--- config.mk ---
export PLATFORM = sky130hd
export DESIGN_NAME = lampfpu_sqrt_rndpack
export DESIGN_NICKNAME = d
export VERILOG_FILES = /design/src/rtl/lampfpu_sqrt_rndpack_pkg.sv /design/src/rtl/lampfpu_sqrt_rndpack_rne_round.sv /design/src/rtl/lampfpu_sqrt_rndpack.sv
export SDC_FILE = /design/constraint.sdc
export NUM_CORES = 1
export LEC_CHECK = 0
export BUFFER_PORTS_ARGS = -buffer_cell sky130_fd_sc_hd__buf_4
export CAP_MARGIN = 20
export CORE_MARGIN = 2
export CORE_UTILIZATION = 55
export CTS_CLUSTER_SIZE = 14
export DETAILED_ROUTE_END_ITERATION = 12
export GPL_TIMING_DRIVEN = 1
export MAX_ROUTING_LAYER = met4
export PLACE_DENSITY = 0.84
export SYNTH_ARGS = -nofsm -noshare
export SYNTH_HDL_FRONTEND = slang
export SYNTH_HIERARCHICAL = 1
export SYNTH_SLANG_ARGS = --single-unit
--- constraint.sdc ---
create_clock -name clk -period 3.55 [get_ports clk]
set_input_delay 0.1775 -clock clk [delete_from_list [all_inputs] [get_ports clk]]
set_output_delay 0.1775 -clock clk [all_outputs]
set_load 0.01 [all_outputs]
--- src/rtl/lampfpu_sqrt_rndpack_pkg.sv ---
// lampfpu_sqrt_rndpack_pkg
// Shared types and constants for the bfloat16 square-root round/pack stage.
// Provides the float field widths, the canonical special-result encodings,
// the special-case code carried between pipeline stages, and the operand
// classifier that resolves the special-case priority.
package lampfpu_sqrt_rndpack_pkg;

  localparam int LAMP_FLOAT_E_DW   = 8;
  localparam int LAMP_FLOAT_F_DW   = 7;
  localparam int LAMP_FLOAT_RND_DW = 3;
  localparam int LAMP_FLOAT_DW     = 1 + LAMP_FLOAT_E_DW + LAMP_FLOAT_F_DW;

  localparam logic [LAMP_FLOAT_DW-1:0] LAMP_FLOAT_QNAN = 16'h7FC0;
  localparam logic [LAMP_FLOAT_DW-1:0] LAMP_FLOAT_INF  = 16'h7F80;

  typedef enum logic [1:0] {
    SPC_NONE,
    SPC_QNAN,
    SPC_INF,
    SPC_ZERO
  } spc_e;

  // Square root of any NaN, or of a negative nonzero value, yields the
  // canonical quiet NaN. Only +Inf and +/-0 pass through as themselves.
  function automatic spc_e classifyOp(input logic sign, input logic isZero,
                                      input logic isInf, input logic isSnan,
                                      input logic isQnan);
    spc_e code;
    if (isSnan || isQnan)       code = SPC_QNAN;
    else if (sign && !isZero)   code = SPC_QNAN;
    else if (isInf)             code = SPC_INF;
    else if (isZero)            code = SPC_ZERO;
    else                        code = SPC_NONE;
    return code;
  endfunction

endpackage

--- src/rtl/lampfpu_sqrt_rndpack_rne_round.sv ---
// lampfpu_rne_round
// Purely combinational round-to-nearest-even of a normalised significand.
// Ports:
//   f_i      {frac, G, R, S} unrounded fraction (hidden bit implied)
//   frac_o   rounded stored fraction (zero when the mantissa overflows)
//   carry_o  rounding overflowed 1.111..1 into 10.000..0; caller bumps exponent
module lampfpu_rne_round
  import lampfpu_sqrt_rndpack_pkg::*;
#(
  parameter int F_DW   = LAMP_FLOAT_F_DW,
  parameter int RND_DW = LAMP_FLOAT_RND_DW
) (
  input  logic [F_DW+RND_DW-1:0] f_i,
  output logic [F_DW-1:0]        frac_o,
  output logic                   carry_o
);

  logic [F_DW-1:0] frac;
  logic            guard;
  logic            rest;
  logic            inc;
  logic [F_DW+1:0] mant;

  assign frac  = f_i[F_DW+RND_DW-1:RND_DW];
  assign guard = f_i[RND_DW-1];
  assign rest  = |f_i[RND_DW-2:0];

  // Round up above half, or exactly at half when the LSB is odd (ties to even).
  assign inc  = guard & (rest | frac[0]);
  assign mant = {1'b0, 1'b1, frac} + {{(F_DW+1){1'b0}}, inc};

  assign carry_o = mant[F_DW+1];
  assign frac_o  = mant[F_DW-1:0];

endmodule

--- src/rtl/lampfpu_sqrt_rndpack.sv ---
// lampfpu_sqrt_rndpack
// Round/pack stage behind the square-root core: rounds the unrounded root to
// nearest-even, resolves operand special cases and packs a bfloat16 result.
// Two register stages with a valid/ready handshake toward writeback.
// Optional feature macro: LAMP_FPU_SQRT_FLAGS_EN adds invalid_o / inexact_o.
// Ports:
//   clk, rst            clock, synchronous active-high reset
//   valid_i / ready_o   input beat handshake
//   signum_op_i         operand sign
//   e_i, f_i            biased exponent, {frac, G, R, S}
//   isZero/Inf/SNAN/QNAN_op_i  operand class flags
//   valid_o / ready_i   output handshake
//   res_o               packed {s, e, f}
//   invalid_o, inexact_o  exception flags (only with LAMP_FPU_SQRT_FLAGS_EN)
module lampfpu_sqrt_rndpack
  import lampfpu_sqrt_rndpack_pkg::*;
#(
  parameter int E_DW   = LAMP_FLOAT_E_DW,
  parameter int F_DW   = LAMP_FLOAT_F_DW,
  parameter int RND_DW = LAMP_FLOAT_RND_DW
) (
  input  logic                   clk,
  input  logic                   rst,
  input  logic                   valid_i,
  output logic                   ready_o,
  input  logic                   signum_op_i,
  input  logic [E_DW-1:0]        e_i,
  input  logic [F_DW+RND_DW-1:0] f_i,
  input  logic                   isZero_op_i,
  input  logic                   isInf_op_i,
  input  logic                   isSNAN_op_i,
  input  logic                   isQNAN_op_i,
`ifdef LAMP_FPU_SQRT_FLAGS_EN
  output logic                   invalid_o,
  output logic                   inexact_o,
`endif
  output logic                   valid_o,
  input  logic                   ready_i,
  output logic [E_DW+F_DW:0]     res_o
);

  localparam int RES_DW = 1 + E_DW + F_DW;

  logic                   advance;
  logic                   s1Load;

  logic                   s1Valid_q;
  spc_e                   s1Spc_q;
  logic                   s1Sign_q;
  logic [E_DW-1:0]        s1Exp_q;
  logic [F_DW+RND_DW-1:0] s1Frac_q;

  logic                   s2Valid_q;
  logic [RES_DW-1:0]      s2Res_q;
  logic [RES_DW-1:0]      s2Res_d;

  logic [F_DW-1:0]        rndFrac;
  logic                   rndCarry;
  logic [E_DW-1:0]        expInc;

  // Stage 2 drains when empty or popped; stage 1 refills when it is empty
  // or moving into stage 2. ready_o depends only on state and ready_i.
  assign advance = !s2Valid_q || ready_i;
  assign s1Load  = !s1Valid_q || advance;
  assign ready_o = s1Load;

  lampfpu_rne_round #(
    .F_DW   (F_DW),
    .RND_DW (RND_DW)
  ) u_round (
    .f_i     (s1Frac_q),
    .frac_o  (rndFrac),
    .carry_o (rndCarry)
  );

  assign expInc = s1Exp_q + {{(E_DW-1){1'b0}}, 1'b1};

  // Pack the result; a mantissa carry that pushes the exponent to all-ones
  // overflows to +Inf. Normal roots are never negative.
  always_comb begin
    s2Res_d = '0;
    case (s1Spc_q)
      SPC_QNAN: s2Res_d = LAMP_FLOAT_QNAN;
      SPC_INF:  s2Res_d = LAMP_FLOAT_INF;
      SPC_ZERO: s2Res_d = {s1Sign_q, {(RES_DW-1){1'b0}}};
      default: begin
        if (rndCarry) begin
          if (expInc == {E_DW{1'b1}}) s2Res_d = LAMP_FLOAT_INF;
          else                        s2Res_d = {1'b0, expInc, {F_DW{1'b0}}};
        end else begin
          s2Res_d = {1'b0, s1Exp_q, rndFrac};
        end
      end
    endcase
  end

  always_ff @(posedge clk) begin
    if (rst) begin
      s1Valid_q <= 1'b0;
      s1Spc_q   <= SPC_NONE;
      s1Sign_q  <= 1'b0;
      s1Exp_q   <= '0;
      s1Frac_q  <= '0;
    end else if (s1Load) begin
      s1Valid_q <= valid_i;
      if (valid_i) begin
        s1Spc_q  <= classifyOp(signum_op_i, isZero_op_i, isInf_op_i,
                               isSNAN_op_i, isQNAN_op_i);
        s1Sign_q <= signum_op_i;
        s1Exp_q  <= e_i;
        s1Frac_q <= f_i;
      end
    end
  end

  always_ff @(posedge clk) begin
    if (rst) begin
      s2Valid_q <= 1'b0;
      s2Res_q   <= '0;
    end else if (advance) begin
      s2Valid_q <= s1Valid_q;
      if (s1Valid_q) s2Res_q <= s2Res_d;
    end
  end

  assign valid_o = s2Valid_q;
  assign res_o   = s2Res_q;

`ifdef LAMP_FPU_SQRT_FLAGS_EN
  logic s1Invalid_q;
  logic s2Invalid_q;
  logic s2Inexact_q;
  logic s2Inexact_d;

  // A quiet NaN input propagates without raising invalid.
  assign s2Inexact_d = (s1Spc_q == SPC_NONE) && (|s1Frac_q[RND_DW-1:0]);

  always_ff @(posedge clk) begin
    if (rst) begin
      s1Invalid_q <= 1'b0;
      s2Invalid_q <= 1'b0;
      s2Inexact_q <= 1'b0;
    end else begin
      if (s1Load && valid_i)
        s1Invalid_q <= isSNAN_op_i ||
                       (signum_op_i && !isZero_op_i && !isQNAN_op_i);
      if (advance && s1Valid_q) begin
        s2Invalid_q <= s1Invalid_q;
        s2Inexact_q <= s2Inexact_d;
      end
    end
  end

  assign invalid_o = s2Invalid_q;
  assign inexact_o = s2Inexact_q;
`endif

endmodule

==> qor.txt, run 1 <==
Status = finished, final reports clean
Hold_buf cts = 0
Via-to-Cell Ratio = 5.24
H-tree levels = 2
Postcts setup bufs = 0
Sink Count = 39
Routed Antenna Nets = 0
Reg2Reg Setup Slack = 1.34 ns
Synth warn = 6
Fillers = 303
Count of input and output buffers = 44
CP max FO = 10
DR pass1 iterations = 4
Simple-gate area share of the yosys netlist = 0.240
XOR/XNOR share of the synthesized area = 0.0553
Post-synthesis mux area share = 0.0105
GRT overflow = 0
Placed Cells = 312
Max-cap violations = 0
# IOs = 45
Num CTS Buffers = 5
Worst-path clk slew = 0.11 ns
Final hold vios = 0
R2r endpoint = res_o[12]
Number of antenna violations at the first check in global routing = 0
WP data required = 3.85 ns
Syn Inst Count = 238
Synth area leader = dfxtp_1
Reg2Reg Launch Point = s1Frac_q[2]
First-pass GRT wire length = 6910 um
Core footprint = 3340 sq um
Synth Area in Adders = 0.0395
Area growth, synth to finish = 19.4%
Vias in the first global route = 1568
Multi-input logic area = 991 sq um
1st-iter DRT viols = 96
Die height = 62.8 um
Synth top area share = 0.411
Highest-count cells in the layout ignoring fill and taps = nand2_1 (56), buf_4 (45), dfxtp_1 (39)
Largest net degree at the start of global routing = 43
Area post-placement = 2200 sq um
Post-CTS sizing = 0
Hold path start = f_i[5]
CTS tree = done
Min Clock Period, post-route = 2.21 ns
Setup TNS Final = 0 ns
Drt drc = 0
PwrDens = 380 nW/um^2
Worst vdd ir = 0.000251 V
Clock tree buffer depth = 2
Max-Slew Margin vs Limit = 0.436
Pleak = 0.000902 uW
Layout Nets = 306
Share of cells above drive strength 1 = 0.215
Full die area = 3940 sq um
Gpl congestion = 0.860
Final Instance Area = 2270 sq um
Tot GR Track Use = 0.223
Mean Syn Cell Area = 7.99 sq um
Fin crit share = 0.622
Pwr Total = 863 uW
Final WL = 3810 um
Worst-margin pin slew = 0.844 ns
Root Driver = clkbuf_4
Critical path launch point type = flip-flop
Largest family of logic cells by synthesized area = simple AND/OR/NAND/NOR gates
Area contributors post-synth = dfxtp_1 (41%), nand2_1 (11%), a21oi_1 (9.0%)
Cell depth of the worst hold path = 3
Die Wd = 62.8 um
Worst clock skew = 0.00326 ns
Syn_nets = 271
Post-DP HPWL = 2700 um
Diode count = 0
Final Slew Violations = 0
Clock latency on the worst-skew pair = 0.35 ns
Yosys reg bits = 39
Register area share after synthesis = 0.411
Via count = 1678
Starting density of the core = 0.570
Compound-cell area share of the yosys netlist = 0.176
DR WL/cell = 11.9 um
Rows = 21
Sink of the worst hold path = s1Frac_q[5]
Worst hold path type = primary input to flip-flop
Setup CP Type = flip-flop to flip-flop
Most common cell after layout, fill and taps aside = nand2_1
Fin cells = 320
Crit path arrival time = 2.51 ns
Worst setup EP type = flip-flop
Synth cell types = 41
RSZ-0062 raised after global routing = no
Final setup viols = 0
FF-to-FF path depth = 9
F_max = 453 MHz
Sequential cell area = 781 sq um
Syn Std Cell Area = 1900 sq um
cell usage after synthesis, drive strengths merged:
| cell type | count |
|---|---|
| nand4 | 4 |
| nor4 | 2 |
| o211ai | 3 |
| nand2 | 56 |
| nand2b | 2 |
| o32ai | 1 |
| clkbuf | 8 |
| a31oi | 1 |
| nor2 | 9 |
| inv | 8 |
| nor3 | 5 |
| nand3b | 3 |
| o21ai | 3 |
| a221oi | 1 |
| nor2b | 2 |
| xnor2 | 7 |
| and2 | 2 |
| buf | 9 |
| a311o | 1 |
| ha | 6 |
| xor2 | 5 |
| o21a | 1 |
| nor3b | 1 |
| or3 | 1 |
| a211oi | 2 |
| nand3 | 11 |
| o41ai | 2 |
| a21oi | 35 |
| o31a | 1 |
| and3 | 1 |
| a211o | 3 |
| dfxtp | 39 |
| mux2i | 2 |
| a311oi | 1 |
registers in the layout, indices dropped and copies added (netlist names):
signal,cells
res_o,16
s1Frac_q,10
s1Exp_q,8
s1Spc_q,2
s1Sign_q,1
s1Valid_q,1
valid_o,1
routing by layer:
layer  GRT usage  vias up  wire length (um)
met1       0.296      743              1870
met4      0.0944        0                44
met3      0.0613        4               232
li1            -      881                 -
met5           -        -                 0
met2       0.319       50              1660
worst max path at each step:
| stage | start | end | slack [ns] | depth (start not counted) |
|---|---|---|---|---|
| floorplan | s1Frac_q[2] | res_o[12] | 1.46 | 10 |
| global placement | s1Frac_q[2] | res_o[12] | 1.45 | 9 |
| detailed placement | s1Frac_q[2] | res_o[12] | 1.38 | 9 |
| CTS | s1Frac_q[2] | res_o[12] | 1.35 | 9 |
| global route | s1Frac_q[2] | res_o[12] | 1.14 | 9 |
| finish | s1Frac_q[2] | res_o[12] | 1.34 | 9 |
where the power goes:
group / switching [uW] / leakage, uW / total [uW] / internal, uW
sequential: 21.4 / 0.000320 / 481 / 459
combinational: 62.6 / 0.000545 / 120 / 57.8
clock: 146 / 0.0000375 / 262 / 116
total: 230 / 0.000902 / 863 / 633
cells by family after synthesis:
family / after synthesis
buf+inv: 25
flops: 39
fa+ha+maj: 6
xor+xnor: 12
mux: 2
simple gates: 99
compound gates: 55
worst max-delay path, stage by stage (launching register included):
cell and delay [ns]:
dfxtp_1 0.38, and2_1 0.14, ha_1 0.19, nand3_2 0.11, nor2_2 0.14, and2_2 0.25, nand3_1 0.15, or3_1 0.34
a311o_1 0.33, a21oi_2 0.11
stage by stage:
| stage | util | setup WS [ns] | hold WS, ns |
|---|---|---|---|
| 2_1_floorplan | - | 1.46 | 0.311 |
| 3_3_place_gp | 0.658 | 1.45 | 0.427 |
| 3_5_place_dp | 0.658 | 1.38 | 0.434 |
| 4_1_cts | 0.680 | 1.35 | 0.0584 |
| 5_1_grt | 0.680 | 1.14 | 0.0517 |
| 6_report | 0.680 | 1.34 | 0.0594 |
final cells by class:
class                      instances  share of cell area
inverter                           8              0.0132
timing repair buffer              45               0.149
tap                               46              0.0254
multi-input combinational        174               0.437
clock inverter                     1             0.00331
clock buffer                       7              0.0287
sequential                        39               0.344
Note: power is estimated with default switching activity, not from simulation.
==> run 2, diff against run 1 <==
Settings changed: CORE_UTILIZATION 55 to 53, PLACE_DENSITY 0.84 to 0.82.
Clock period 3.55 ns to 2.3 ns, I/O delays scaled along.
==> run 2 against run 1 <==
Sequential share of layout area decreased by 2.2 points. Worst hold slack got worse by 0.041 ns. Sequential cell count did not move. Clock skew rose by 0.0047 ns. Clock power grew 110%. Die area rose by 3.5%. Non-clock buffer count grew 13. Critical endpoint unchanged. Final area increased by 6.9%. Highest routed layer unchanged.
==> qor.txt, run 2 (synthesis gave the netlist of run 1 again) <==
Worst hold path type = primary input to flip-flop
DR pass1 iterations = 4 (unchanged)
Final WL = 4010 um (+5.3%)
F_max = 469 MHz (+3.7%)
Layout Nets = 319 (+4.2%)
RSZ-0062 raised after global routing = no
Gpl congestion = 0.836 (-2.8%)
Pleak = 0.000973 uW (+7.8%)
Min Clock Period, post-route = 2.13 ns (-0.0788 ns)
GRT overflow = 0 (unchanged)
Vias in the first global route = 1547 (-1.3%)
Routed Antenna Nets = 0 (unchanged)
Full die area = 4080 sq um (+3.5%)
Num CTS Buffers = 5 (unchanged)
First-pass GRT wire length = 6970 um (+0.81%)
Post-DP HPWL = 2730 um (+1.1%)
Via count = 1748 (+4.2%)
Critical path buffer and inverter count = 0 (unchanged)
Starting density of the core = 0.561 (-0.00883)
Max-Slew Margin vs Limit = 0.429 (-0.00675)
Clock latency on the worst-skew pair = 0.35 ns (about the same)
# IOs = 45 (unchanged)
H-tree levels = 2 (unchanged)
Worst setup EP type = flip-flop
1st-iter DRT viols = 80 (-17%)
Number of antenna violations at the first check in global routing = 0 (unchanged)
Sink Count = 39 (unchanged)
Die Wd = 63.9 um (+1.8%)
Root Driver = clkbuf_4
Max reg flops = 16 (unchanged)
Largest net degree at the start of global routing = 43 (unchanged)
Final Instance Area = 2430 sq um (+6.9%)
Worst clock skew = 0.00794 ns (+0.00468 ns)
Worst vdd ir = 0.000617 V (+150%)
Crit path arrival time = 2.42 ns (-0.09 ns)
Count of input and output buffers = 44 (unchanged)
Crit-path max cell delay = 0.39 ns (about the same)
WP data required = 2.59 ns (-1.26 ns)
Worst-path clk slew = 0.11 ns (about the same)
Worst path top cell family by delay = simple AND/OR/NAND/NOR gates
Highest-count cells in the layout ignoring fill and taps = nand2_1 (56), buf_4 (46), dfxtp_1 (39)
CP max FO = 5 (-5)
Final Slew Violations = 0 (unchanged)
Via-to-Cell Ratio = 5.25 (+0.10%)
Setup TNS Final = 0 ns (unchanged)
Worst-margin pin slew = 0.854 ns (+0.0101 ns)
Wl on met1 = 1860 um (-0.75%)
Top Layer Used = met4
Rows = 21 (unchanged)
Max-cap violations = 0 (unchanged)
PwrDens = 621 nW/um^2 (+63%)
DR WL met3 = 288 um (+24%)
Final setup viols = 0 (unchanged)
Die height = 63.9 um (+1.8%)
Multi-input logic area = 991 sq um (unchanged)
Fin crit share = 0.926 (+0.304)
Most common cell after layout, fill and taps aside = nand2_1
Sequential cell area = 781 sq um (unchanged)
Area growth, synth to finish = 27.6%
Core footprint = 3390 sq um (+1.6%)
Reg2Reg Setup Slack = 0.17 ns (-1.17 ns)
Critical path launch point type = flip-flop
CTS tree = done
Clock tree buffer depth = 2 (unchanged)
Area post-placement = 2200 sq um (+0.34%)
Pwr Total = 1510 uW (+75%)
Setup CP Type = flip-flop to flip-flop
Cell Chain, Critical Path = and2_1 -> ha_1 -> nand3_2 -> nor2_2 -> and2_2 -> nand3_1 -> or3_1 -> a311o_1 -> a21oi_2
Fillers = 271 (-11%)
Status = finished, final reports clean
Tot GR Track Use = 0.223 (about the same)
Slowest cell on crit path = dfxtp_1
DR WL/cell = 12.0 um (+1.1%)
Final hold vios = 0 (unchanged)
Drt drc = 0 (unchanged)
Diode count = 0 (unchanged)
Share of cells above drive strength 1 = 0.206 (-0.00975)
Metal2 WL = 1800 um (+8.3%)
==> run 2: metrics by stage <==
step / setup slack (ns) / std cells / hold slack (ns) / utilization
after floorplan: 0.205 / 238 / 0.249 / -
after CTS: 0.181 / 333 / 0.00373 / 0.716
after detailed placement: 0.206 / 313 / 0.371 / 0.650
after global routing: 0.00842 / 333 / 0.000388 / 0.716
after global placement: 0.277 / 313 / 0.363 / 0.650
final: 0.170 / 333 / 0.0188 / 0.716
==> run 2: worst reg2reg max path, cell delays in order (launching register included) <==
cell	delay (ns)
dfxtp_1	0.39
and2_1	0.14
ha_1	0.19
nand3_2	0.12
nor2_2	0.14
and2_2	0.19
nand3_1	0.13
or3_1	0.34
a311o_1	0.33
a21oi_2	0.11
==> run 2: final timing paths <==
check,depth (start not counted),from,end
max,9,s1Frac_q[2],res_o[12]
min,3,e_i[4],s1Exp_q[4]
max reg2reg,9,s1Frac_q[2],res_o[12]
min reg2reg,2,res_o[2],res_o[2]
==> run 2: area by class of cell <==
type | instances | area share
multi-input cells | 174 | 0.408
flip-flops and latches | 39 | 0.322
repair buffers | 58 | 0.192
clock inverters | 2 | 0.0248
well taps | 46 | 0.0237
clock buffers | 6 | 0.0170
inverters | 8 | 0.0124
==> run 2: power by group <==
| group | leakage, uW | internal (uW) | switching [uW] |
|---|---|---|---|
| Clock | 0.0000525 | 339 | 223 |
| Sequential | 0.000320 | 709 | 33.7 |
| Combinational | 0.000600 | 102 | 100 |
==> run 2: metal layers <==
metal  GRT usage  vias up
li1            -      907
met1       0.292      779
met2       0.324       56
met3      0.0651        6
met4      0.0842        0
met5           -        -
==> run 2: repair_timing <==
item | in CTS | in global routing
hold buffers | 12 | 0
hold endpoints to repair | 12 | 0
resized for setup | 0 | 0
setup buffers | 0 | 0
==> run 3, diff against run 2 <==
Settings changed: GPL_ROUTABILITY_DRIVEN set to 0.
Clock period 2.3 ns to 2.15 ns, I/O delays scaled along.
==> run 3 against run 2 <==
Combinational power rose by 13%. Register-to-register slack got worse by 0.05 ns. Via count rose by 0.69%. Non-clock buffer count rose by 5. Core utilization rose by 0.33 points. Critical path depth did not move. Sequential share of layout area barely moved. Clock skew fell by 0.0065 ns. Critical path type unchanged. Largest power group unchanged. Highest routed layer unchanged.
==> qor.txt, run 3 (synthesis gave the netlist of run 1 again) <==
Number of antenna violations at the first check in global routing = 0 (unchanged)
Max-Slew Margin vs Limit = 0.393 (-0.0359)
Clock tree buffer depth = 2 (unchanged)
H-tree levels = 2 (unchanged)
Num CTS Buffers = 5 (unchanged)
Postcts setup bufs = 0 (unchanged)
Worst hold path type = primary input to flip-flop
Root Driver = clkbuf_4
Rows = 21 (unchanged)
Worst clock skew = 0.00146 ns (-0.00648 ns)
Crit-path max cell delay = 0.37 ns (-0.02 ns)
Max reg flops = 16 (unchanged)
Drt drc = 0 (unchanged)
Slowest cell on crit path = dfxtp_2
Area growth, synth to finish = 28.2%
Via-to-Cell Ratio = 5.21 (-0.80%)
Cell Chain, Critical Path = and2_1 -> ha_2 -> nand3_2 -> nor2_2 -> and2_4 -> nand3_2 -> or3_1 -> a311o_1 -> a21oi_2
CTS tree = done
Worst setup EP type = flip-flop
Share of cells above drive strength 1 = 0.216 (+0.0102)
DR pass1 iterations = 4 (unchanged)
Place WS = 0.0503 ns (-0.156 ns)
Pleak = 0.000970 uW (-0.21%)
CP Launch Point = s1Frac_q[2]
WP data required = 2.45 ns (-0.14 ns)
Final hold vios = 0 (unchanged)
1st-iter DRT viols = 107 (+34%)
Critical path launch point type = flip-flop
CP max FO = 5 (unchanged)
Setup TNS Final = 0 ns (unchanged)
Worst-path clk slew = 0.10 ns (about the same)
Clock latency on the worst-skew pair = 0.36 ns (about the same)
Top cell by count, worst path = nand3_2
Max-cap violations = 0 (unchanged)
Via count = 1760 (+0.69%)
Setup ws final = 0.122 ns (-0.0478 ns)
Status = finished, final reports clean
Core footprint = 3390 sq um (unchanged)
Fin crit share = 0.943 (+0.0171)
First-pass GRT wire length = 7210 um (+3.5%)
Final Slew Violations = 0 (unchanged)
Routed Antenna Nets = 0 (unchanged)
Sink Count = 39 (unchanged)
Starting density of the core = 0.561 (unchanged)
Largest net degree at the start of global routing = 43 (unchanged)
Diode count = 0 (unchanged)
Cell depth of the worst hold path = 3 (unchanged)
Layout Nets = 324 (+1.6%)
Worst vdd ir = 0.000359 V (-42%)
Crit path arrival time = 2.33 ns (-0.09 ns)
DR WL/cell = 12.7 um (+5.6%)
Worst path top cell family by delay = simple AND/OR/NAND/NOR gates
Full die area = 4080 sq um (unchanged)
Die height = 63.9 um (unchanged)
Critical path buffer and inverter count = 0 (unchanged)
Post-DP HPWL = 2770 um (+1.3%)
Hold path start = f_i[9]
Min Clock Period, post-route = 2.03 ns (-0.102 ns)
Worst-margin pin slew = 0.908 ns (+0.0538 ns)
Final setup viols = 0 (unchanged)
Final WL = 4300 um (+7.2%)
Highest-count cells in the layout ignoring fill and taps = nand2_1 (56), buf_4 (46), dfxtp_1 (37)
Vias in the first global route = 1595 (+3.1%)
PwrDens = 568 nW/um^2 (-8.7%)
Setup CP Type = flip-flop to flip-flop
FF-to-FF path depth = 9 (unchanged)
F_max = 493 MHz (+5.0%)
Die Wd = 63.9 um (unchanged)
Tot GR Track Use = 0.232 (+0.00898)
# IOs = 45 (unchanged)
Reg2Reg Launch Point = s1Frac_q[2]
GRT overflow = 0 (unchanged)
Crit. path cell count = 9 (unchanged)
Count of input and output buffers = 44 (unchanged)
Most common cell after layout, fill and taps aside = nand2_1
## run 3: changes by cell type in the layout (fill, tap and decap cells not counted), sizes merged
cell,change
bufinv,-2
buf,+1
dlygate4sd3,+4
clkinv,+1
clkbuf,+1
## run 3: worst paths after layout
kind                       to  slack [ns]
setup / recovery    res_o[12]        0.12
hold / removal    s1Frac_q[9]       0.005
setup reg to reg    res_o[12]        0.12
hold reg to reg      res_o[2]        0.45
## run 3: where the power goes
part | internal (uW) | switching [uW] | leakage (uW)
sequential | 759 | 36.7 | 0.000320
clock | 127 | 232 | 0.0000293
combinational | 117 | 112 | 0.000621
total | 1000 | 381 | 0.000970
## run 3: routing by layer
metal | wire length (um) | vias up | track usage | share of wire
li1 | - | 914 | - | -
met2 | 1960 | 41 | 0.362 | 0.46
met4 | 70 | 0 | 0.0897 | 0.016
met5 | 0 | - | - | 0
met3 | 189 | 5 | 0.0528 | 0.044
met1 | 2080 | 800 | 0.291 | 0.48
## run 3: worst min-delay path: stages
cell     delay, ns
buf_4         0.11
nand2_1       0.06
a21oi_1       0.05
## run 3: final cells by class
type | instances | area [sq um]
inverter | 8 | 30.0
clock buffer | 7 | 45.0
clock inverter | 1 | 5.00
fill | 276 | 952
tap | 46 | 57.6
multi-input combinational | 174 | 1000
timing repair buffer | 63 | 517
sequential | 39 | 783
## run 3: timing repair
item | CTS | global route
hold buffers | 15 | 1
hold endpoints to repair | 15 | 1
endpoints found under the setup margin | 0 | 6
gates resized for setup | 0 | 6
## run 3: metrics by stage
stage	cell area, sq um	total power [uW]	util	instances	hold WS [ns]
2_1_floorplan	1900	935	-	238	0.241
3_3_place_gp	2210	1010	0.653	314	0.356
3_5_place_dp	2210	1010	0.653	314	0.362
4_1_cts	2410	1380	0.712	337	0.00150
5_1_grt	2440	1450	0.719	338	0.00860
6_report	2440	1380	0.719	338	0.00508
